**src/rtl/barrido_pkg.sv**
```systemverilog
// Shared definitions for the mux sweep sequencer: state encoding and default sizes.
package barrido_pkg;

    typedef enum logic [1:0] {
        REPOSO     = 2'd0,
        ESTABLECER = 2'd1,
        CAPTURA    = 2'd2,
        FIN        = 2'd3
    } estado_t;

    localparam int N_CANALES_DEF = 4;
    localparam int ANCHO_SEL_DEF = 3;

endpackage

```
**src/rtl/barrido_multiplexor_siguiente_canal.sv**
```systemverilog
// Combinational priority search over the channel enable mask: next-higher
// enabled channel above the current one, and the lowest enabled channel.
module siguiente_canal #(
    parameter int N_CANALES = 4,
    parameter int ANCHO_SEL = 3
) (
    input  logic [N_CANALES-1:0] mascara,
    input  logic [ANCHO_SEL-1:0] actual,
    output logic [ANCHO_SEL-1:0] siguiente,
    output logic [ANCHO_SEL-1:0] menor,
    output logic                 hay_siguiente
);

    logic [N_CANALES-1:0] superior;

    genvar gi;
    generate
        for (gi = 0; gi < N_CANALES; gi++) begin : g_superior
            assign superior[gi] = mascara[gi] && (ANCHO_SEL'(gi) > actual);
        end
    endgenerate

    // Scanning downward lets the lowest matching index win.
    always_comb begin
        siguiente = '0;
        menor     = '0;
        for (int i = N_CANALES - 1; i >= 0; i--) begin
            if (superior[i]) siguiente = ANCHO_SEL'(i);
            if (mascara[i])  menor     = ANCHO_SEL'(i);
        end
    end

    assign hay_siguiente = |superior;

endmodule

```
**src/rtl/barrido_multiplexor.sv**
```systemverilog
// Sweep sequencer for a 4-to-1 mux: drives Selector across the enabled channels,
// waits ESPERA settle cycles per channel, then samples Salida_mux as a Valido pulse.
module barrido_multiplexor
    import barrido_pkg::*;
#(
    parameter int ANCHO     = 3,
    parameter int ANCHO_SEL = ANCHO_SEL_DEF,
    parameter int N_CANALES = N_CANALES_DEF,
    parameter int ESPERA    = 2
) (
    input  logic                 clk,
    input  logic                 rst,
    input  logic                 Inicio,
    input  logic                 Detener,
    input  logic                 Continuo,
    input  logic [N_CANALES-1:0] Habilitar,
    input  logic [ANCHO-1:0]     Salida_mux,
    output logic [ANCHO_SEL-1:0] Selector,
    output logic [ANCHO-1:0]     Dato,
    output logic [ANCHO_SEL-1:0] Canal,
    output logic                 Valido,
    output logic                 Ocupado,
    output logic                 Fin
);

    localparam int ANCHO_CUENTA = (ESPERA > 1) ? $clog2(ESPERA) : 1;
    localparam logic [ANCHO_CUENTA-1:0] RECARGA = ANCHO_CUENTA'(ESPERA - 1);

    estado_t                estado_reg,   estado_next;
    logic [ANCHO_CUENTA-1:0] cuenta_reg,  cuenta_next;
    logic [N_CANALES-1:0]   mascara_reg,  mascara_next;
    logic                   continuo_reg, continuo_next;
    logic [ANCHO_SEL-1:0]   selector_reg, selector_next;
    logic [ANCHO-1:0]       dato_reg,     dato_next;
    logic [ANCHO_SEL-1:0]   canal_reg,    canal_next;
    logic                   valido_reg,   valido_next;
    logic                   ocupado_reg,  ocupado_next;
    logic                   fin_reg,      fin_next;

    logic [N_CANALES-1:0]   mascara_busqueda;
    logic [ANCHO_SEL-1:0]   canal_siguiente;
    logic [ANCHO_SEL-1:0]   canal_menor;
    logic                   hay_siguiente;

    // While idle the search looks at the live mask so the first channel is ready at Inicio.
    assign mascara_busqueda = (estado_reg == REPOSO) ? Habilitar : mascara_reg;

    siguiente_canal #(
        .N_CANALES (N_CANALES),
        .ANCHO_SEL (ANCHO_SEL)
    ) u_siguiente_canal (
        .mascara       (mascara_busqueda),
        .actual        (selector_reg),
        .siguiente     (canal_siguiente),
        .menor         (canal_menor),
        .hay_siguiente (hay_siguiente)
    );

    always_comb begin
        estado_next   = estado_reg;
        cuenta_next   = cuenta_reg;
        mascara_next  = mascara_reg;
        continuo_next = continuo_reg;
        selector_next = selector_reg;
        dato_next     = dato_reg;
        canal_next    = canal_reg;
        valido_next   = 1'b0;
        fin_next      = 1'b0;

        case (estado_reg)
            REPOSO: begin
                if (Inicio) begin
                    if (Habilitar != '0) begin
                        mascara_next  = Habilitar;
                        continuo_next = Continuo;
                        selector_next = canal_menor;
                        cuenta_next   = RECARGA;
                        estado_next   = ESTABLECER;
                    end else begin
                        estado_next   = FIN;
                    end
                end
            end
            ESTABLECER: begin
                if (Detener)
                    estado_next = REPOSO;
                else if (cuenta_reg == '0)
                    estado_next = CAPTURA;
                else
                    cuenta_next = cuenta_reg - ANCHO_CUENTA'(1);
            end
            CAPTURA: begin
                // Abort wins over the sample: the channel in progress is discarded.
                if (Detener) begin
                    estado_next = REPOSO;
                end else begin
                    dato_next   = Salida_mux;
                    canal_next  = selector_reg;
                    valido_next = 1'b1;
                    if (hay_siguiente) begin
                        selector_next = canal_siguiente;
                        cuenta_next   = RECARGA;
                        estado_next   = ESTABLECER;
                    end else if (continuo_reg) begin
                        selector_next = canal_menor;
                        cuenta_next   = RECARGA;
                        estado_next   = ESTABLECER;
                    end else begin
                        estado_next   = FIN;
                    end
                end
            end
            FIN: begin
                fin_next    = 1'b1;
                estado_next = REPOSO;
            end
            default: estado_next = REPOSO;
        endcase

        ocupado_next = (estado_next == ESTABLECER) || (estado_next == CAPTURA);
    end

    always_ff @(posedge clk) begin
        if (rst) begin
            estado_reg   <= REPOSO;
            cuenta_reg   <= '0;
            mascara_reg  <= '0;
            continuo_reg <= 1'b0;
            selector_reg <= '0;
            dato_reg     <= '0;
            canal_reg    <= '0;
            valido_reg   <= 1'b0;
            ocupado_reg  <= 1'b0;
            fin_reg      <= 1'b0;
        end else begin
            estado_reg   <= estado_next;
            cuenta_reg   <= cuenta_next;
            mascara_reg  <= mascara_next;
            continuo_reg <= continuo_next;
            selector_reg <= selector_next;
            dato_reg     <= dato_next;
            canal_reg    <= canal_next;
            valido_reg   <= valido_next;
            ocupado_reg  <= ocupado_next;
            fin_reg      <= fin_next;
        end
    end

    assign Selector = selector_reg;
    assign Dato     = dato_reg;
    assign Canal    = canal_reg;
    assign Valido   = valido_reg;
    assign Ocupado  = ocupado_reg;
    assign Fin      = fin_reg;

endmodule

```
**config.mk**
```make
export PLATFORM = sky130hd
export DESIGN_NAME = barrido_multiplexor
export DESIGN_NICKNAME = d
export VERILOG_FILES = /design/src/rtl/barrido_pkg.sv /design/src/rtl/barrido_multiplexor_siguiente_canal.sv /design/src/rtl/barrido_multiplexor.sv
export SDC_FILE = /design/constraint.sdc
export NUM_CORES = 1
export LEC_CHECK = 0
export CAP_MARGIN = 5
export CORE_UTILIZATION = 49
export CTS_CLUSTER_SIZE = 10
export DETAILED_ROUTE_END_ITERATION = 16
export PLACE_DENSITY = 0.78
export SLEW_MARGIN = 20
export SYNTH_ARGS = -nofsm -noshare
export SYNTH_HDL_FRONTEND = slang
export SYNTH_HIERARCHICAL = 1
export SYNTH_SLANG_ARGS = --single-unit
export TNS_END_PERCENT = 20
```
**constraint.sdc**
```tcl
create_clock -name clk -period 3.2 [get_ports clk]
set_clock_uncertainty 0.1 [all_clocks]
set_input_delay 0.64 -clock clk [delete_from_list [all_inputs] [get_ports clk]]
set_output_delay 0.64 -clock clk [all_outputs]
set_load 0.01 [all_outputs]
```
==> After elaboration in Yosys (flattened, before gate mapping) <==
Index checks and enable logic that the tools add are counted.
{ "totals": {"elab_cells": 75, "ff_bits": 20, "output_inout_bits": 12, "input_bits": 12} }
{ "classes": {"add_sub_neg": 1, "bitwise_logic": 2, "muxes": 33, "n_eq_ne": 10, "n_reduce_logical": 15, "n_lt_le_gt_ge": 4} }
{ "op_table": {"columns": ["operator", "count"], "rows": [
  ["$mux W2", 15],
  ["$mux W3", 5],
  ["$mux W1", 9],
  ["$pmux W2 S4", 1],
  ["$eq A2 B2 Y1 const B", 3],
  ["$gt A1 B3 Y1 const A", 2],
  ["$gt A2 B3 Y1 const A", 2],
  ["$ne A2 B2 Y1 const B", 3],
  ["$pmux W3 S2", 1],
  ["$reduce_and A6 Y1", 1],
  ["$reduce_and A5 Y1", 1],
  ["$eq A2 B1 Y1 const B", 2],
  ["$logic_and A1 B1 Y1", 4],
  ["$mux W4", 1],
  ["$reduce_bool A4 Y1", 1],
  ["$reduce_or A4 Y1", 1],
  ["$ne A3 B3 Y1 const B", 1],
  ["$pmux W1 S3", 1],
  ["$reduce_and A3 Y1", 1],
  ["$reduce_bool A3 Y1", 1],
  ["$logic_not A2 Y1", 1],
  ["$ne A2 B1 Y1 const B", 1],
  ["$not A1 Y1", 2],
  ["$reduce_and A2 Y1", 1],
  ["4 further kinds", 4]
]} }

==> Logic depth before layout (Yosys ltp) <==
Gate-level depths: netlist of run 1.
{ "depth": {"word_depth": 10, "mapped_depth": 10, "ltp_nobuf": 9} }

==> Hierarchy <==
The synthesis of run 1 kept the hierarchy.
{ "modules_own_cells": {"columns": ["module", "cells_each", "instances", "seq_area_each_um2", "area_each_um2"], "rows": [
  ["barrido_multiplexor", 114, 1, 400.4, 953.4],
  ["siguiente_canal", 19, 1, 0.0, 112.6]
]} }

==> Worst setup path after synthesis of run 1 <==
Ideal clock, no wire load.
{ "synth_timing": {"kind": "flip-flop to flip-flop", "from": "register estado_reg[1]", "to": "register selector_reg[1] (netlist: Selector[1])", "path_stages_with_launch": 9, "path_slack_ns": 0.775, "setup_ns": 0.103, "synth_period_minus_slack_ns": 2.425, "n_path_buf": 1, "required_time_ns": 2.997, "arrival_time_ns": 2.221, "cell_sequence": "dfxtp_1 > buf_2 > nor2_1 > mux2_2 > nor2b_2 > a2111oi_2 > nand2_1 > a31o_1 > a2111oi_2"} }
{ "synth_between": {"word_cells_on_any_way": 28, "cone_classes": "eq/ne: 5; mux: 15; reduce/logical: 8"} }
{ "synth_lines": {"columns": ["item", "line", "source"], "rows": [
  ["start: declaration", "barrido_multiplexor.sv:29", "estado_t estado_reg, estado_next;"],
  ["start signal: assignment", "barrido_multiplexor.sv:136", "estado_reg <= estado_next;"],
  ["$logic_not A2 Y1", "barrido_multiplexor.sv:46", "assign mascara_busqueda = (estado_reg == REPOSO) ? Habilitar : mascara_reg;"],
  ["$mux W4", "barrido_multiplexor.sv:46", null],
  ["named net mascara_busqueda[1]", "barrido_multiplexor.sv:40", "logic [N_CANALES-1:0] mascara_busqueda;"],
  ["$logic_and A1 B1 Y1", "barrido_multiplexor_siguiente_canal.sv:19", "assign superior[gi] = mascara[gi] && (ANCHO_SEL'(gi) > actual);"],
  ["$mux W2 (2 in a row)", "barrido_multiplexor_siguiente_canal.sv:28", "if (superior[i]) siguiente = ANCHO_SEL'(i);"],
  ["named net canal_siguiente[1]", "barrido_multiplexor.sv:41", "logic [ANCHO_SEL-1:0] canal_siguiente;"],
  ["$mux W3", "barrido_multiplexor.sv:100", "if (hay_siguiente) begin"],
  ["$mux W3", "barrido_multiplexor.sv:94", "if (Detener) begin"],
  ["$pmux W3 S2", "barrido_multiplexor.sv:70", "case (estado_reg)"],
  ["end signal: assignment", "barrido_multiplexor.sv:140", "selector_reg <= selector_next;"],
  ["end: declaration", "barrido_multiplexor.sv:33", "logic [ANCHO_SEL-1:0] selector_reg, selector_next;"]
]} }
The timed path passes the listed nets, and every way through them passes these cells. The select of a mux whose other input is x is not followed.
A chain may end at the register's enable or synchronous reset.

==> Worst setup path after layout of run 1 <==
{ "layout_timing": {"from": "register estado_reg[0]", "to": "register selector_reg[1] (netlist: Selector[1])"} }
{ "layout_between": {"word_cells_on_any_way": 28, "cone_classes": "eq/ne: 5; mux: 15; reduce/logical: 8"} }
{ "layout_lines": {"columns": ["item", "line", "source"], "rows": [
  ["$logic_not A2 Y1 *", "barrido_multiplexor.sv:46", null],
  ["$mux W4 *", "barrido_multiplexor.sv:46", null],
  ["named net mascara_busqueda[1]", "barrido_multiplexor.sv:40", null],
  ["$logic_and A1 B1 Y1 *", "barrido_multiplexor_siguiente_canal.sv:19", null],
  ["$reduce_or A4 Y1 *", "barrido_multiplexor_siguiente_canal.sv:33", "assign hay_siguiente = |superior;"],
  ["named net hay_siguiente", "barrido_multiplexor.sv:43", "logic hay_siguiente;"],
  ["$mux W3", "barrido_multiplexor.sv:100", null],
  ["$mux W3", "barrido_multiplexor.sv:94", null],
  ["$pmux W3 S2", "barrido_multiplexor.sv:70", null]
]} }
The timed path passes the listed nets; every way through them passes the cells marked *. The select of a mux whose other input is x is not followed.

==> results of run 1 <==
[cell families after synthesis]
family,Yosys count
AOI/OAI and AO/OA,33
muxes,4
DFF,20
other,1
and+or+nand+nor,65
buffers and inverters,10
[worst reg2reg max path, delay by kind of cell, from the launching register on]
family | cells | cell delay (ps)
AND/OR/NAND/NOR | 4 | 810
AO/OA/AOI/OAI | 4 | 870
flip-flops | 1 | 450
multiplexers | 1 | 410
[cell type report]
class                           instances  area [µm²]
Fill cell                             192         648
Multi-Input combinational cell        104         614
Sequential cell                        20         400
Timing Repair Buffer                   25         245
Tap cell                               27        33.8
Clock inverter                          1        30.0
Clock buffer                            3        22.5
Inverter                                2        7.51
[per-layer routing]
metal / GRT usage (%) / up-vias
li1: - / 507
met1: 27.2 / 477
met2: 36.1 / 27
met3: 1.89 / 6
met4: 10.8 / 0
met5: 0 / -
[where the power goes]
part / switching [mW] / internal [mW]
sequential: 0.0171 / 0.262
combinational: 0.0655 / 0.0641
clock: 0.0784 / 0.126
total: 0.161 / 0.453
[worst max-delay path by stage]
stage                  startpoint           to  slack, ps  depth (start not counted)
floorplan           estado_reg[1]  Selector[1]        780                          8
global placement     Habilitar[3]  Selector[1]        290                          8
detailed placement   Habilitar[3]  Selector[1]        170                          8
CTS                 estado_reg[0]  Selector[1]        450                          9
global route        estado_reg[0]  Selector[2]        210                          8
finish              estado_reg[0]  Selector[1]        450                          9
[through the flow]
step	hold slack, ps	std cells
after floorplan	334	134
after global placement	342	178
after detailed placement	348	178
after CTS	365	182
after global routing	386	182
final	365	182
[cells in the final DEF (no fill, tap or decap)]
master and count:
a2111oi_2 4, a21boi_0 1, a21oi_1 15, a221oi_1 1, a22oi_1 4, a31o_1 3
and3_1 3, and3b_1 1, buf_4 2, bufinv_16 1, clkbuf_4 3, clkdlybuf4s50_1 23
conb_1 2, dfxtp_1 20, inv_1 2, mux2_2 4, nand2_1 24, nand2b_1 4
nand3_1 2, nand3b_1 2, nor2_1 21, nor2b_2 1, nor3_1 1, nor3b_2 1
nor3b_4 1, nor4_1 1, o21ai_0 3, o31ai_1 2, or3_1 1, or3b_1 1
or4_4 1
==> metrics.md, run 1 <==
| Metric | Value |
|---|---|
| Status | `completed` |
| Hold_sp | `mascara_reg[2]` |
| Synthesized area per cell | `8.02 µm²` |
| Post-synth ARST share | `0%` |
| Pre-CTS WS | `172 ps` |
| RSZ-0062 raised after global routing | `no` |
| H-tree levels | `1` |
| WP data arrival | `2850 ps` |
| Crit-path max FO | `12` |
| Finish-stage setup viols | `0` |
| First-pass GRT wire length | `4060 µm` |
| Placement Cell Area | `1300 µm²` |
| Reg2reg end | `Selector[1]` |
| Post-synthesis sequential area ratio | `37.6%` |
| Worst hold stages | `2` |
| Worst-path clk slew | `110 ps` |
| Worst slew pin tran | `777 ps` |
| Reg-to-Reg Start | `estado_reg[0]` |
| Port Buffers | `23` |
| Mux share of post-synthesis cell area | `4.23%` |
| Nets | `168` |
| Post-CTS Resized | `0` |
| Synth top area cells | `dfxtp_1 38%, nand2_1 8.5%, nor2_1 7.4%` |
| DR WL met3 | `108 µm` |
| Period utilization | `86.1%` |
| Cell Chain, Critical Path | `nor2_1, mux2_2, nor2b_2, o21ai_0, o31ai_1, nand3b_1, nand2_1, a31o_1, a2111oi_2` |
| Synth Area in Compound Gates | `22.3%` |
| DRC viols | `0` |
| Post-synth top cells | `24 x nand2_1, 21 x nor2_1, 20 x dfxtp_1` |
| CTS sink cnt | `20` |
| WL met1 | `1140 µm` |
| Max stage delay on crit path | `450 ps` |
| Largest net degree at the start of global routing | `21` |
| Synth Area in Adders | `0%` |
| Final hold vios | `0` |
| Layout area overhead | `27.0%` |
| Max Slew Vio Count | `0` |
| Dominant synthesized flop cell | `dfxtp_1` |
| Number of synthesized register bits | `20` |
| Yosys top cell area share | `37.6%` |
| Number of global-route vias before repair | `956` |
| Total GRT Usage | `21.5%` |
| Clk Tree Root Cell | `clkbuf_4` |
| Worst skew pair latency | `300 ps` |
| Post-Synth Simple-Gate Area | `30.4%` |
| Peak Freq | `0.363 GHz` |
| Number of core rows | `16` |
| Die H | `48.6 µm` |
| Number of synthesized flops with an enable pin | `0` |
| Hold Path End | `mascara_reg[2]` |
| Synth cell types | `31` |
| CORE AREA | `2000 µm²` |
| Post-Syn Instances | `133` |
| Via count | `1017` |
| Count leader, synth | `nand2_1` |
| Pwr/cell area | `453 nW/µm²` |
| Routed wire per std cell | `13.7 µm` |
| Flip-flop count of the largest register after layout | `4` |
| Worst R2R Setup Slack | `450 ps` |
| Via density | `5.59` |
| Die area | `2370 µm²` |
| Final setup margin | `446 ps` |
| WP buf/inv | `0` |
| Largest family of logic cells by synthesized area | `simple AND/OR/NAND/NOR gates` |
| Met2 wire len | `1200 µm` |
| DPL Wire Length | `1840 µm` |
| R2R depth | `9` |
| Worst vdd ir | `0.281 mV` |
| Hold Crit Class | `flip-flop to flip-flop` |
| Setup TNS | `0 ps` |
| Synth warnings | `6` |
| Leakage | `0.497 nW` |
| Max_slew headroom | `48.0%` |
| Worst path slowest cell | `dfxtp_1` |
| GPL Wtd Cong | `0.767` |
| Crit-path leading delay family | `compound AO/OA/AOI/OAI gates` |
| Ports | `24` |
| CP startpoint kind | `flip-flop` |
| Grt ovf | `0` |
| Fin util | `67.6%` |
| Total wire length | `2500 µm` |
| CTS buffer count | `3` |
| Postcts setup bufs | `0` |
| Max Cap Viol | `0` |
| Finished Cell Area | `1350 µm²` |
| Die X-Extent | `48.6 µm` |
| Cell accounting for the most synthesized area | `dfxtp_1` |
| CTS tree | `done` |
| Min Clock Period, post-route | `2750 ps` |
| Fraction of layout cells with a size suffix above 1 | `11.6%` |
| Final ANT Viol Nets | `0` |
| Antenna Cells | `0` |
| Pre-Repair DR Iteration Count | `4` |
| Starting DRC count in detailed routing | `20` |
| Worst setup EP type | `flip-flop` |
| Hold-fix buffers, CTS | `0` |
| Initial Util | `53.2%` |
| Power, Total | `0.614 mW` |
| Xor-xnor portion of the synthesized cell area | `0%` |
| Area of the mapped netlist | `1070 µm²` |
| Setup CP Type | `flip-flop to flip-flop` |
| Data required, critical path | `3300 ps` |
| Clock Path Buffers | `2` |
| Max Used Layer | `met4` |
| Initial antenna violation count | `0` |
Power figures use the tool's default switching activity.
==> run 2: changes to the inputs <==
Settings changed: SKIP_LAST_GASP set to 1.
==> results of run 2 <==
The final DEF is identical to that of run 1; final timing and power are the same.
